[src/rtl/io_port_pkg.sv]
// rtl/io_port_pkg.sv - shared register offsets and constants for the board input port
package io_port_pkg;

  // Register offsets on the CPU load/store bus
  localparam logic [2:0] OFS_SW_LO = 3'd0;
  localparam logic [2:0] OFS_SW_HI = 3'd1;
  localparam logic [2:0] OFS_KEY   = 3'd2;
  localparam logic [2:0] OFS_EDGE  = 3'd3;
  localparam logic [2:0] OFS_MASK  = 3'd4;

  // Push buttons are active-low; idle level is high
  localparam logic KEY_RELEASED = 1'b1;

  localparam int NUM_SW  = 10;
  localparam int NUM_KEY = 4;

  typedef logic [NUM_KEY-1:0] key_vec_t;
  typedef logic [NUM_SW-1:0]  sw_vec_t;

endpackage

[src/rtl/input_debouncer.sv]
// rtl/input_debouncer.sv - single-bit 2-flop synchroniser followed by a counting debouncer
module input_debouncer #(
  parameter int   DEBOUNCE_CYCLES = 4,
  parameter logic RESET_VAL       = 1'b0
) (
  input  logic clk,
  input  logic rst_n,
  input  logic i_pin,
  output logic o_deb,
  output logic o_deb_next
);

  localparam logic [7:0] LAST_COUNT = 8'(DEBOUNCE_CYCLES - 1);

  logic       r_sync1;
  logic       r_sync2;
  logic       r_deb;
  logic [7:0] r_cnt;

  logic       w_differ;
  logic       w_flip;

  assign w_differ = (r_sync2 != r_deb);
  // The debounced level follows only after DEBOUNCE_CYCLES consecutive disagreeing samples
  assign w_flip   = w_differ && (r_cnt == LAST_COUNT);

  // Two-flop synchroniser for the asynchronous pin
  always_ff @(posedge clk or negedge rst_n) begin
    if (!rst_n) begin
      r_sync1 <= RESET_VAL;
      r_sync2 <= RESET_VAL;
    end else begin
      r_sync1 <= i_pin;
      r_sync2 <= r_sync1;
    end
  end

  // Count disagreeing samples; any agreeing sample restarts the count
  always_ff @(posedge clk or negedge rst_n) begin
    if (!rst_n) begin
      r_cnt <= 8'd0;
      r_deb <= RESET_VAL;
    end else if (!w_differ) begin
      r_cnt <= 8'd0;
    end else if (w_flip) begin
      r_cnt <= 8'd0;
      r_deb <= r_sync2;
    end else begin
      r_cnt <= r_cnt + 8'd1;
    end
  end

  assign o_deb      = r_deb;
  // Level the debounced flop takes at the coming edge, used for same-edge press capture
  assign o_deb_next = w_flip ? r_sync2 : r_deb;

endmodule

[src/rtl/input_port_ctrl.sv]
// rtl/input_port_ctrl.sv - memory-mapped SW/KEY input peripheral with press capture and irq
module input_port_ctrl
  import io_port_pkg::*;
#(
  parameter int DEBOUNCE_CYCLES = 4,
  parameter int DATA_WIDTH      = 8
) (
  input  logic                  clk,
  input  logic                  rst_n,
  input  logic [9:0]            sw_in,
  input  logic [3:0]            key_in,
  input  logic [2:0]            addr,
  input  logic                  rd_en,
  input  logic                  wr_en,
  input  logic [DATA_WIDTH-1:0] wr_data,
  output logic [DATA_WIDTH-1:0] rd_data,
  output logic                  rd_valid,
  output logic                  irq
);

  sw_vec_t  w_sw_deb;
  sw_vec_t  w_sw_deb_next;
  key_vec_t w_key_deb;
  key_vec_t w_key_deb_next;
  key_vec_t w_press;
  key_vec_t w_w1c;
  logic [7:0] w_rd_byte;
  logic       w_unused;

  key_vec_t r_edge_cap;
  key_vec_t r_irq_mask;

  for (genvar g = 0; g < NUM_SW; g++) begin : g_sw
    input_debouncer #(
      .DEBOUNCE_CYCLES (DEBOUNCE_CYCLES),
      .RESET_VAL       (1'b0)
    ) u_deb (
      .clk        (clk),
      .rst_n      (rst_n),
      .i_pin      (sw_in[g]),
      .o_deb      (w_sw_deb[g]),
      .o_deb_next (w_sw_deb_next[g])
    );
  end

  for (genvar g = 0; g < NUM_KEY; g++) begin : g_key
    input_debouncer #(
      .DEBOUNCE_CYCLES (DEBOUNCE_CYCLES),
      .RESET_VAL       (KEY_RELEASED)
    ) u_deb (
      .clk        (clk),
      .rst_n      (rst_n),
      .i_pin      (key_in[g]),
      .o_deb      (w_key_deb[g]),
      .o_deb_next (w_key_deb_next[g])
    );
  end

  // A press is the debounced key falling 1->0 on this edge
  assign w_press = w_key_deb & ~w_key_deb_next;
  assign w_w1c   = (wr_en && (addr == OFS_EDGE)) ? wr_data[3:0] : '0;

  // Upper write bits and the SW look-ahead have no function here
  assign w_unused = ^{wr_data[DATA_WIDTH-1:4], w_sw_deb_next};

  // Press capture with write-one-to-clear; a same-edge press overrides the clear
  always_ff @(posedge clk or negedge rst_n) begin
    if (!rst_n) begin
      r_edge_cap <= '0;
    end else begin
      r_edge_cap <= (r_edge_cap & ~w_w1c) | w_press;
    end
  end

  // Interrupt mask register
  always_ff @(posedge clk or negedge rst_n) begin
    if (!rst_n) begin
      r_irq_mask <= '0;
    end else if (wr_en && (addr == OFS_MASK)) begin
      r_irq_mask <= wr_data[3:0];
    end
  end

  // Registered level interrupt from the current capture and mask state
  always_ff @(posedge clk or negedge rst_n) begin
    if (!rst_n) begin
      irq <= 1'b0;
    end else begin
      irq <= |(r_edge_cap & r_irq_mask);
    end
  end

  // Read decode from pre-edge register state, so a concurrent write is not seen
  always_comb begin
    w_rd_byte = 8'h00;
    case (addr)
      OFS_SW_LO: w_rd_byte = w_sw_deb[7:0];
      OFS_SW_HI: w_rd_byte = {6'd0, w_sw_deb[9:8]};
      OFS_KEY:   w_rd_byte = {4'd0, w_key_deb};
      OFS_EDGE:  w_rd_byte = {4'd0, r_edge_cap};
      OFS_MASK:  w_rd_byte = {4'd0, r_irq_mask};
      default:   w_rd_byte = 8'h00;
    endcase
  end

  // Read data holds between reads; valid pulses for each sampled read strobe
  always_ff @(posedge clk or negedge rst_n) begin
    if (!rst_n) begin
      rd_data  <= '0;
      rd_valid <= 1'b0;
    end else begin
      rd_valid <= rd_en;
      if (rd_en) begin
        rd_data <= DATA_WIDTH'(w_rd_byte);
      end
    end
  end

endmodule

[config.mk]
export PLATFORM = sky130hd
export DESIGN_NAME = input_port_ctrl
export DESIGN_NICKNAME = d
export VERILOG_FILES = /design/src/rtl/io_port_pkg.sv /design/src/rtl/input_debouncer.sv /design/src/rtl/input_port_ctrl.sv
export SDC_FILE = /design/constraint.sdc
export NUM_CORES = 1
export LEC_CHECK = 0
export BUFFER_PORTS_ARGS = -buffer_cell sky130_fd_sc_hd__buf_2
export CAP_MARGIN = 10
export CORE_MARGIN = 3
export CORE_UTILIZATION = 50
export CTS_CLUSTER_SIZE = 20
export DETAILED_ROUTE_END_ITERATION = 16
export PLACE_DENSITY = 0.67
export SETUP_SLACK_MARGIN = 0.4
export SLEW_MARGIN = 5
export SYNTH_ARGS = -nofsm -noshare
export SYNTH_HDL_FRONTEND = slang
export SYNTH_SLANG_ARGS = --single-unit
export TNS_END_PERCENT = 10
[constraint.sdc]
create_clock -name clk -period 3.9 [get_ports clk]
set_input_delay 0.975 -clock clk [delete_from_list [all_inputs] [get_ports clk]]
set_output_delay 0.975 -clock clk [all_outputs]
set_load 0.01 [all_outputs]
Word-level counts from Yosys, hierarchy flattened
Index checks and enable logic that the tools add are counted.

Reductions and logical operators: 28. Shift operators: 0. Magnitude comparators: 0. Equality and inequality tests: 32. $add $sub $neg: 14. Bitwise operators: 6. Mux-type cells: 34. $mul: 0. Divide/modulo/power cells: 0.

Operators by type and width (number): 8-bit 2-to-1 mux (28); 8-bit by 1-bit adder with 8-bit output, second input constant (14); 8-bit by 2-bit equality test with 1-bit output, second input constant (14); 8-bit case mux with 5 select lines (1); 2-bit AND reduction (10); 1-bit logical AND (16); 1-bit inequality test (14); 4-bit AND (3); 4-bit inverter (2); 3-bit by 2-bit equality test with 1-bit output, second input constant (2); 1-bit 2-to-1 mux (4); 4-bit 2-to-1 mux (1); 4-bit OR (1); 4-bit OR reduction (1); 3-bit by 1-bit equality test with 1-bit output, second input constant (1); 3-bit equality test, second input constant (1); 3-bit logical NOT (1).

Latch bits: 0. Bits in writable memories: 0. Memory bits (read-only): 0. Memories: 0. Bits of input ports: 29. Word-level logic and storage cells: 175. Bits in registers: 172. Output and inout bits: 10.

Depth between registers and ports, before layout
Gate-level depths: netlist of run 1.

Depth after elaboration: 6. Gate-level depth with buffers: 5. Mapped depth without buffers: 4.

Hierarchy
A second synthesis of run 1 with hierarchy kept.

Cell total of the unflattened synthesis: 715. Area, all modules: 7888.8 um^2.

By module, submodules not included: input_debouncer (g_sw[0].u_deb ...) (cells each 45, sequential area each 275.3 um^2, area an instance 498.0 um^2, times used 10); input_debouncer (g_key[0].u_deb ...) (cells each 45, sequential area each 279.0 um^2, area an instance 501.7 um^2, times used 4); input_port_ctrl (cells each 85, sequential area each 450.4 um^2, area an instance 902.1 um^2, times used 1).

Worst setup path after synthesis of run 1
OpenSTA, ideal clock, no wires.

Path type: input to register. From: in addr[0]. To: reg r_irq_mask[0]. Path buffers: 2. Required time: 3775 ps. Cell stages on the path: 5. Arrival time: 2006 ps. Library setup time: 125 ps. Path slack: 1769 ps. Cells stage by stage: buf_2 -> nor2_1 -> and3_1 -> clkbuf_1 -> mux2_2.

Word-level cells in the longest chain between the ends: 2.

RTL lines: start, declared (line input_port_ctrl.sv:12) `input logic [2:0] addr,`; 3-bit equality test (line input_port_ctrl.sv:79) `end else if (wr_en && (addr == OFS_MASK)) begin`; 1-bit logical AND (line input_port_ctrl.sv:79); end signal, assigned (line input_port_ctrl.sv:80) `r_irq_mask <= wr_data[3:0];`; end, declared (line input_port_ctrl.sv:31) `key_vec_t r_irq_mask;`.

Every way passes these cells. A chain may end at the register's enable or synchronous reset.

Final worst setup path of run 1
From: reg rd_data[0]. To: out rd_data[0].

RTL lines: start, declared (line input_port_ctrl.sv:16) `output logic [DATA_WIDTH-1:0] rd_data,`; start signal, assigned (line input_port_ctrl.sv:114) `rd_data <= DATA_WIDTH'(w_rd_byte);`.

No word-level cell between the ends.

==> results by group, run 1 <==
Status
  • Status: finished, final reports clean

STA
  • Fmax: 0.5095 GHz
  • Worst Skew: 0.005474 ns
  • Final Cycle Share: 50.33%
  • Crit path time final: 1.963 ns
  • Unrepaired setup endpoints after global routing: false
  • Setup TNS: 0 ns
  • Final setup viols: 0
  • Final Hold Vio Count: 0
  • Worst-Margin Slew: 0.8073 ns
  • Slew Viols, Final: 0
  • WHS: 0.3500 ns
  • Slew HR: 46.18%

Clock tree
  • Worst skew pair latency: 0.42 ns
  • Post_cts resized: 0
  • Setup Buffers After CTS: 0
  • Clock H-tree levels: 4
  • CTS max path bufs: 2
  • CTS tree: built
  • # clock sinks: 172
  • Root buffer cell: clkbuf_16
  • Post-CTS Hold Fix Bufs: 0
  • Inserted Clock Buffers: 17
  • Clock Pin Slew Worst Setup and Hold Paths: 0.06 ns

Route
  • Post-route ant nets: 0
  • Drt total wl: 13.25 mm
  • Drt drc: 0
  • Pre-Repair DR Iteration Count: 4
  • Drt initial violations: 357
  • Detailed-route via count: 5100
  • Routed len/inst: 14.47 um
  • Drt via density: 5.568

Worst setup path
  • Startpoint Class: flip-flop
  • Crit path max fanout: 2
  • CP top delay family: flip-flops
  • CP arrival: 0.99 ns
  • Setup crit end kind: primary output
  • Bufs and invs on worst path: 1
  • Crit path kind: flip-flop to primary output
  • Worst Path Required: 2.92 ns
  • CP max-delay cell: dfrtp_1
  • Crit path cell chain: buf_2
  • Slowest cell delay on critical path: 0.41 ns

Power
  • Power per Cell Area: 606.4 nW/um^2
  • Seq pwr share: 46.6%
  • Net Switching: 0.001548 W
  • Power, Total: 0.005137 W
  • Sw Share: 30.13%
  • Maximum VDD drop: 0.0003652 V
  • Internal: 0.003589 W
  • P_leak: 3.618 nW
  • Logic pwr share: 19.5%
  • Clock Power Share: 33.9%

GRT
  • Vias in the first global route: 5205
  • Largest net degree at the start of global routing: 92
  • Initial antenna violation count: 0
  • First-pass GRT wire length: 23.70 mm
  • GRT overflow: 0
  • Overall global routing resource usage: 17.93%

Layout
  • Register area: 4319 um^2
  • Post-layout net count: 766
  • Ant diodes: 0
  • Share of cells above drive strength 1: 15.63%
  • Fill count: 1180
  • Multi-input gate area: 3012 um^2
  • Syn-to-layout area delta: 13.84%

Logic synthesis
  • Syn. warnings: 0
  • Post-synth net total: 718
  • EDFF count, synth: 0
  • Synthesized instance count: 675
  • Synthesized flop and latch total: 172
  • Top-area cell type share of the netlist area: 53.81%
  • Unique masters post-synth: 40
  • Async set or reset register ratio after synthesis: 100.0%
  • Top cells by area, synth: dfrtp_1 (54%), dfstp_2 (4.2%), nor2_1 (3.9%), xor2_1 (3.8%), nand3_1 (3.6%)
  • Sequential share of the synthesized area: 58.05%
  • Prevailing post-synth register cell: dfrtp_1
  • Top cells by count, synth: dfrtp_1 (160), nor2_1 (77), nand3_1 (54)
  • Biggest area consumer among synthesized cells: dfrtp_1
  • Syn Area/Cell: 11.02 um^2
  • Mapped cell area: 7441 um^2
  • Count leader, synth: dfrtp_1

Floorplanning
  • Core area: 14200 um^2
  • Die width: 128.0 um
  • Initial core utilization: 52.39%
  • I/O Pins: 39
  • Core Rows: 43
  • Die Ht: 128.0 um
  • Die area: 16380 um^2

Placed design
  • Final HPWL DP: 9.211 mm
  • RePlAce Congestion: 0.7828
  • PortBufs: 34

Job
  • Max_cap viols: 0

Hold path
  • Hold WC Path Type: flip-flop to flip-flop
-- layout by cell type (no fill, tap or decap), drive strengths merged, types with 6 or more instances in the layout --
| cell | count |
|---|---|
| or3 | 41 |
| a21oi | 42 |
| clkbuf | 18 |
| a31o | 6 |
| nor2 | 77 |
| nand3 | 54 |
| dfstp | 12 |
| xnor2 | 24 |
| ha | 14 |
| o22ai | 6 |
| buf | 36 |
| clkinv | 7 |
| nand2 | 42 |
| nand2b | 7 |
| nor4 | 9 |
| nand4 | 12 |
| xor2 | 32 |
| mux2 | 21 |
| inv | 24 |
| o21ai | 42 |
| dfrtp | 160 |
-- metrics by stage --
| stage | cells | instance area [um^2] | setup slack (ns) | util, % |
|---|---|---|---|---|
| after floorplan | 675 | 7441 | 1.769 | - |
| after global placement | 884 | 7851 | 1.731 | 55.28 |
| after detailed placement | 884 | 7851 | 1.663 | 55.28 |
| after CTS | 916 | 8471 | 1.921 | 59.64 |
| after global routing | 916 | 8471 | 1.900 | 59.64 |
| final | 916 | 8471 | 1.937 | 59.64 |
-- cells by family (layout without fill, tap and decap cells) --
logic type	after synthesis	count (layout)	share of synthesized area, %
and+or+nand+nor	261	261	17.62
DFF	172	172	58.05
AOI/OAI and AO/OA	119	119	10.19
xor gates and xnor gates	56	56	6.592
buffers and inverters	28	89	1.480
muxes	25	25	3.716
adders and majority gates	14	14	2.354
-- routing by layer --
| layer | routed length [um] | GRT usage (%) | vias up |
|---|---|---|---|
| met3 | 332 | 5.000 | 12 |
| met2 | 6754 | 29.24 | 63 |
| met5 | 0 | 0 | - |
| met1 | 5985 | 23.11 | 2530 |
| met4 | 179 | 6.367 | 0 |
| li1 | - | - | 2495 |
-- worst paths after layout --
| kind | start | endpoint | slack (ns) | cells after the start |
|---|---|---|---|---|
| worst max-delay path | rd_data[0] | rd_data[0] | 1.94 | 1 |
| worst min register to register | g_sw[0].u_deb.r_sync1 | g_sw[0].u_deb.r_sync2 | 0.35 | 0 |
| min in group asynchronous | rst_n | g_sw[7].u_deb.r_cnt[7] | 0.61 | 1 |
| worst min-delay path | g_sw[0].u_deb.r_sync1 | g_sw[0].u_deb.r_sync2 | 0.35 | 0 |
| max in group asynchronous | rst_n | g_key[1].u_deb.o_deb | 2.51 | 2 |
| worst max register to register | g_sw[7].u_deb.r_cnt[0] | g_sw[7].u_deb.o_deb | 2.05 | 4 |
-- flip-flops by register name, summed over array words and instances (netlist names) --
signal / cells
g_key.u_deb.o_deb: 4
g_key.u_deb.r_cnt: 32
g_key.u_deb.r_sync1: 4
g_key.u_deb.r_sync2: 4
g_sw.u_deb.o_deb: 10
g_sw.u_deb.r_cnt: 80
g_sw.u_deb.r_sync1: 10
g_sw.u_deb.r_sync2: 10
irq: 1
r_edge_cap: 4
r_irq_mask: 4
rd_data: 8
rd_valid: 1
-- area by class of cell --
cell class | instances | share of cell area (%)
clock inverter | 14 | 2.245
sequential | 172 | 50.99
multi-input combinational | 475 | 35.55
tap | 180 | 2.659
clock buffer | 18 | 5.066
timing repair buffer | 36 | 2.555
inverter | 21 | 0.9306
-- power by group through the flow --
stage                     Sequential (W)  Clock (W)  Combinational (W)
after global routing             0.00244    0.00187            0.00115
after global placement           0.00241          0           0.000972
after detailed placement         0.00243          0            0.00102
after floorplan                  0.00234          0           0.000793
after CTS                        0.00240    0.00179            0.00102
final                            0.00240    0.00174            0.00100
Note: power is estimated with default switching activity, not from simulation.
==> run 2: changes to the inputs <==
clock period = 1.9 ns   (was 3.9 ns; I/O delays follow)
==> run 2 against run 1 <==
Clock skew about the same; power up 110%; flip-flop and latch count unchanged; wire length up 0.78%; register-to-register slack worse by 1.8 ns; clock power up 98%; hold slack worse by 0.21 ns; core utilization up 1.8 points; critical path type is now flip-flop to flip-flop; critical endpoint is now g_sw[8].u_deb.o_deb; largest power group unchanged.
==> results by group, run 2 (synthesized netlist as in run 1, its figures left out) <==
STA
  • Slew HR: 71.52% (+25 points)
  • Worst Skew: 0.005892 ns (+0.0004177 ns)
  • Slew Viols, Final: 0 (unchanged)
  • Final WS setup: 0.2032 ns (-1.734 ns)
  • Unrepaired setup endpoints after global routing: true
  • Fmax: 0.5893 GHz
  • Final setup viols: 0 (unchanged)
  • Crit path time final: 1.697 ns
  • Setup TNS: 0 ns (unchanged)
  • Final Cycle Share: 89.30%
  • Final Hold Vio Count: 0 (unchanged)
  • Worst-Margin Slew: 0.4213 ns (-0.3860 ns)

Layout
  • Layout Utilization: 61.49% (+1.8 points)
  • Commonest cells after routing, fill and taps aside: dfrtp_1 (160), nor2_1 (71), nand3_1 (54)
  • Regs by FF count: g_sw.u_deb.r_cnt: 80 flops, g_key.u_deb.r_cnt: 32 flops
  • Post-layout net count: 786 (+2.6%)
  • Share of cells above drive strength 1: 19.97% (+4.3 points)
  • Syn-to-layout area delta: 17.37%
  • Number of flip-flops in the largest register: 80 (unchanged)
  • Commonest non-fill, non-tap cell in the layout: dfrtp_1
  • Fill count: 1153 (-2.3%)
  • Biggest register: g_sw.u_deb.r_cnt

Clock tree
  • Inserted Clock Buffers: 17 (unchanged)
  • CTS tree: built
  • Worst skew pair latency: 0.42 ns (about the same)
  • Root buffer cell: clkbuf_16
  • Clock H-tree levels: 4 (unchanged)
  • Clock Pin Slew Worst Setup and Hold Paths: 0.07 ns (about the same)
  • # clock sinks: 172 (unchanged)
  • CTS max path bufs: 2 (unchanged)

Floorplanning
  • Initial core utilization: 52.39% (unchanged)
  • I/O Pins: 39 (unchanged)
  • Die width: 128.0 um (unchanged)
  • Core area: 14200 um^2 (unchanged)
  • Die area: 16380 um^2 (unchanged)
  • Core Rows: 43 (unchanged)
  • Die Ht: 128.0 um (unchanged)

Worst setup path
  • Worst R2R Setup Slack: 0.20 ns (-1.85 ns)
  • Crit path kind: flip-flop to flip-flop
  • Worst Path Required: 2.21 ns (-0.71 ns)
  • Reg2reg end: g_sw[8].u_deb.o_deb
  • Crit path max fanout: 3 (+1)
  • Startpoint Class: flip-flop
  • Setup crit end kind: flip-flop
  • CP arrival: 2.01 ns (+1.02 ns)
  • Worst-case reg-to-reg path depth: 4 (unchanged)
  • Worst r2r src: g_sw[8].u_deb.r_cnt[1]

Power
  • Logic pwr share: 22.6% (+3.1 points)
  • Maximum VDD drop: 0.0007930 V (+120%)
  • Net Switching: 0.003261 W (+110%)
  • P_leak: 3.699 nW (+2.2%)
  • Power per Cell Area: 1234 nW/um^2 (+100%)
  • Sw Share: 30.26% (+0.13 points)
  • Clock Power Share: 31.9% (-2.0 points)
  • Seq pwr share: 45.5% (-1.1 points)
  • Internal: 0.007515 W (+110%)

Route
  • Post-route ant nets: 0 (unchanged)
  • Drt drc: 0 (unchanged)
  • Drt initial violations: 285 (-20%)
  • Detailed-route via count: 5139 (+0.76%)
  • Pre-Repair DR Iteration Count: 4 (unchanged)
  • Routed len/inst: 14.25 um (-1.5%)
  • Drt via density: 5.485 (-1.5%)
  • Drt total wl: 13.36 mm (+0.78%)

GRT
  • First-pass GRT wire length: 23.37 mm (-1.4%)
  • Vias in the first global route: 5149 (-1.1%)
  • Overall global routing resource usage: 17.74% (-0.19 points)
  • GRT overflow: 0 (unchanged)
  • Initial antenna violation count: 0 (unchanged)
  • Largest net degree at the start of global routing: 52 (-43%)

Status
  • Status: finished, final reports clean

Placed design
  • Pre-CTS setup slack: 0.08452 ns (-1.579 ns)
  • Final HPWL DP: 9.100 mm (-1.2%)
  • PortBufs: 34 (unchanged)
  • RePlAce Congestion: 0.8213 (+4.9%)

Hold path
  • Hold path startpoint: key_in[1]
  • Hold Path Sink: g_key[1].u_deb.r_sync1
  • WHS Path Cells: 1 (+1)
  • Hold WC Path Type: input pin to flip-flop

Job
  • Max_cap viols: 0 (unchanged)
==> run 2: through the flow <==
stage | hold WS (ns) | instances | power (W) | cell area, um^2
after floorplan | 0.1794 | 675 | 0.006450 | 7461
after global placement | 0.3331 | 888 | 0.006949 | 7901
after detailed placement | 0.3355 | 888 | 0.007059 | 7901
after CTS | 0.1189 | 931 | 0.01075 | 8621
after global routing | 0.1240 | 936 | 0.01143 | 8731
final | 0.1401 | 937 | 0.01078 | 8733
==> run 2: timing repair <==
item	in CTS	in global routing
buffers inserted	10	5
endpoints found under the setup margin	37	69
pin swaps	8	7
hold endpoints to repair	31	0
hold buffers	1	0
gates resized for setup	7	16
==> run 2: worst max-delay path by stage <==
stage                                 startpoint                endpoint  slack [ns]  cells after the start
after CTS                 g_sw[8].u_deb.r_cnt[1]  g_sw[8].u_deb.r_cnt[6]        0.13                      5
after global placement    g_sw[8].u_deb.r_cnt[0]  g_sw[8].u_deb.r_cnt[3]        0.14                      4
final                     g_sw[8].u_deb.r_cnt[1]     g_sw[8].u_deb.o_deb        0.20                      4
after detailed placement  g_sw[7].u_deb.r_cnt[0]  g_sw[7].u_deb.r_cnt[7]        0.08                      4
after global routing      g_sw[8].u_deb.r_cnt[0]  g_sw[8].u_deb.r_cnt[6]        0.15                      5
after floorplan           g_sw[7].u_deb.r_cnt[0]     g_sw[7].u_deb.o_deb        0.22                      4
==> run 2: power groups by stage <==
stage / Clock (W) / Sequential (W) / Combinational [W]
final: 0.00344 / 0.00491 / 0.00243
after detailed placement: 0 / 0.00497 / 0.00209
after global routing: 0.00368 / 0.00500 / 0.00275
after floorplan: 0 / 0.00481 / 0.00164
after global placement: 0 / 0.00493 / 0.00201
after CTS: 0.00353 / 0.00490 / 0.00232
==> run 2: layout make-up <==
type | count | area, um^2 | share of cell area [%]
tap | 180 | 225.2 | 2.579
sequential | 172 | 4319 | 49.46
clock inverter | 13 | 140.1 | 1.605
antenna | 1 | 2.502 | 0.02865
inverter | 21 | 78.83 | 0.9026
timing repair buffer | 56 | 380.4 | 4.355
multi-input combinational | 475 | 3134 | 35.89
clock buffer | 19 | 452.9 | 5.186
==> run 2: metal layers <==
metal  vias to the layer above  track usage [%]  wire [um]
met5                         -                0          0
met4                         0            7.303        237
met3                        24            4.625        463
met2                        51            28.65       6553
met1                      2517            22.89       6101
li1                       2547                -          -
==> run 2: worst max-delay path, cell delays in order, from the launching register on <==
cell     delay, ns
dfrtp_1       0.40
ha_4          0.16
or4b_4        0.50
nor4_4        0.18
mux2_2        0.36
==> run 3: changes to the inputs <==
CTS_BUF_LIST = sky130_fd_sc_hd__clkbuf_8   (was not set)
TNS_END_PERCENT = 5   (was 10)
==> run 3 against run 2 <==
Clock-buffer cell count shrank 2; sequential power is essentially flat; first-iteration DRC count shrank 1.1%; die area is the same; critical endpoint is now g_sw[7].u_deb.o_deb.
==> results by group, run 3 (synthesized netlist as in run 1, its figures left out) <==
Power
  • Net Switching: 0.003151 W (-3.4%)
  • Maximum VDD drop: 0.0006639 V (-16%)
  • Internal: 0.006804 W (-9.5%)
  • P_leak: 3.649 nW (-1.4%)
  • Sw Share: 31.66% (+1.4 points)
  • Power, Total: 0.009955 W (-7.6%)
  • Power per Cell Area: 1161 nW/um^2 (-5.9%)
  • Logic pwr share: 23.8% (+1.2 points)
  • Seq pwr share: 49.2% (+3.7 points)
  • Clock Power Share: 26.9% (-5.0 points)

Placed design
  • Final HPWL DP: 9.197 mm (+1.1%)
  • PortBufs: 34 (unchanged)
  • Placed cell area: 7939 um^2 (+0.47%)
  • RePlAce Congestion: 0.8432 (+2.7%)

STA
  • Crit path time final: 1.667 ns (-0.03022 ns)
  • Slew HR: 66.01% (-5.5 points)
  • Final setup viols: 0 (unchanged)
  • Final Hold Vio Count: 0 (unchanged)
  • Slew Viols, Final: 0 (unchanged)
  • Final Cycle Share: 87.71% (-1.6 points)
  • Worst-Margin Slew: 0.5098 ns (+0.08852 ns)
  • Fmax: 0.6000 GHz (+1.8%)
  • Setup TNS: 0 ns (unchanged)
  • WHS: 0.1053 ns (-0.03484 ns)
  • Worst Skew: 0.01055 ns (+0.004656 ns)
  • Unrepaired setup endpoints after global routing: true

Job
  • Max_cap viols: 0 (unchanged)

Route
  • Met3 routed wirelength: 547 um (+18%)
  • DR WL met2: 6.633 mm (+1.2%)
  • Drt via density: 5.544 (+1.1%)
  • Met1 wire length: 5.778 mm (-5.3%)
  • Pre-Repair DR Iteration Count: 4 (unchanged)
  • Top sig layer: met4
  • Detailed-route via count: 5200 (+1.2%)
  • Drt initial violations: 282 (-1.1%)
  • Drt total wl: 13.11 mm (-1.9%)
  • Post-route ant nets: 0 (unchanged)
  • Drt drc: 0 (unchanged)
  • Routed len/inst: 13.97 um (-2.0%)

Layout
  • Number of flip-flops in the largest register: 80 (unchanged)
  • Biggest register: g_sw.u_deb.r_cnt
  • Commonest non-fill, non-tap cell in the layout: dfrtp_1
  • Commonest cells after routing, fill and taps aside: dfrtp_1 (159), nor2_1 (76), nand3_1 (54)
  • Cell area after layout: 8573 um^2 (-1.8%)
  • Ant diodes: 0 (-1)
  • Regs by FF count: g_sw.u_deb.r_cnt: 80 flops, g_key.u_deb.r_cnt: 32 flops
  • Share of cells above drive strength 1: 19.92% (-0.053 points)
  • Post-layout net count: 788 (+0.25%)
  • Layout Utilization: 60.36% (-1.1 points)
  • Syn-to-layout area delta: 15.22%

Floorplanning
  • Die width: 128.0 um (unchanged)
  • Core Rows: 43 (unchanged)
  • Die Ht: 128.0 um (unchanged)
  • Initial core utilization: 52.39% (unchanged)
  • I/O Pins: 39 (unchanged)
  • Die area: 16380 um^2 (unchanged)
  • Core area: 14200 um^2 (unchanged)

Clock tree
  • Root buffer cell: clkbuf_8
  • Clock Pin Slew Worst Setup and Hold Paths: 0.10 ns (+0.03 ns)
  • CTS max path bufs: 2 (unchanged)
  • Clock H-tree levels: 4 (unchanged)
  • CTS tree: built
  • Worst skew pair latency: 0.45 ns (+0.03 ns)
  • # clock sinks: 172 (unchanged)
  • Inserted Clock Buffers: 17 (unchanged)

GRT
  • Largest net degree at the start of global routing: 52 (unchanged)
  • Overall global routing resource usage: 17.05% (-0.69 points)
  • First-pass GRT wire length: 22.63 mm (-3.2%)
  • Initial antenna violation count: 0 (unchanged)
  • Vias in the first global route: 5035 (-2.2%)
  • GRT overflow: 0 (unchanged)

Worst setup path
  • CP arrival: 2.01 ns (about the same)
  • Setup crit end kind: flip-flop
  • Crit path max fanout: 3 (unchanged)
  • Startpoint Class: flip-flop
  • Crit path kind: flip-flop to flip-flop
  • Worst Path Required: 2.24 ns (+0.03 ns)

Status
  • Status: finished, final reports clean

Hold path
  • Hold WC Path Type: input pin to flip-flop
run 3: what timing repair did:
action | 4_1_cts | 5_1_grt
resized for setup | 6 | 12
pin swaps | 6 | 6
hold endpoints to repair | 42 | 0
hold buffers | 1 | 0
endpoints found under the setup margin | 44 | 83
setup buffers | 10 | 5
run 3: metal layers:
layer / vias up / track usage [%]
met3: 14 / 5.917
met5: - / 0
met4: 0 / 4.744
met1: 2558 / 20.83
met2: 78 / 28.87
li1: 2550 / -
run 3: stage by stage:
stage / std cells / setup slack (ns)
2_1_floorplan: 675 / 0.2210
3_3_place_gp: 890 / 0.1415
3_5_place_dp: 890 / 0.08979
4_1_cts: 933 / 0.1682
5_1_grt: 938 / 0.1582
6_report: 938 / 0.2334
run 3: power by group through the flow:
stage                     Combinational [W]  Sequential [W]  Clock (W)
after global placement              0.00202         0.00494          0
after global routing                0.00269         0.00500    0.00293
after CTS                           0.00231         0.00489    0.00278
after detailed placement            0.00210         0.00497          0
final                               0.00237         0.00490    0.00268
after floorplan                     0.00163         0.00481          0
run 3: final cells by class:
| class | instances | area (um^2) |
|---|---|---|
| Clock buffer | 17 | 234.0 |
| Clock inverter | 15 | 186.4 |
| Fill cell | 1165 | 5630 |
| Inverter | 21 | 78.83 |
| Multi-Input combinational cell | 475 | 3112 |
| Sequential cell | 172 | 4320 |
| Tap cell | 180 | 225.2 |
| Timing Repair Buffer | 58 | 416.7 |
run 3: final timing paths:
kind | start | to | slack, ns | depth (start not counted)
max in group asynchronous | rst_n | g_key[1].u_deb.r_sync1 | 0.71 | 3
min in group asynchronous | rst_n | g_sw[6].u_deb.r_cnt[6] | 0.54 | 2
worst max-delay path | g_sw[7].u_deb.r_cnt[0] | g_sw[7].u_deb.o_deb | 0.23 | 4
worst max register to register | g_sw[7].u_deb.r_cnt[0] | g_sw[7].u_deb.o_deb | 0.23 | 4
worst min register to register | g_sw[8].u_deb.r_sync1 | g_sw[8].u_deb.r_sync2 | 0.35 | 0
worst min-delay path | key_in[1] | g_key[1].u_deb.r_sync1 | 0.11 | 1
run 3: critical path, stage by stage (launching register included):
cell,delay (ns)
dfrtp_1,0.40
ha_4,0.16
or4b_4,0.48
nor4_2,0.16
mux2_2,0.36
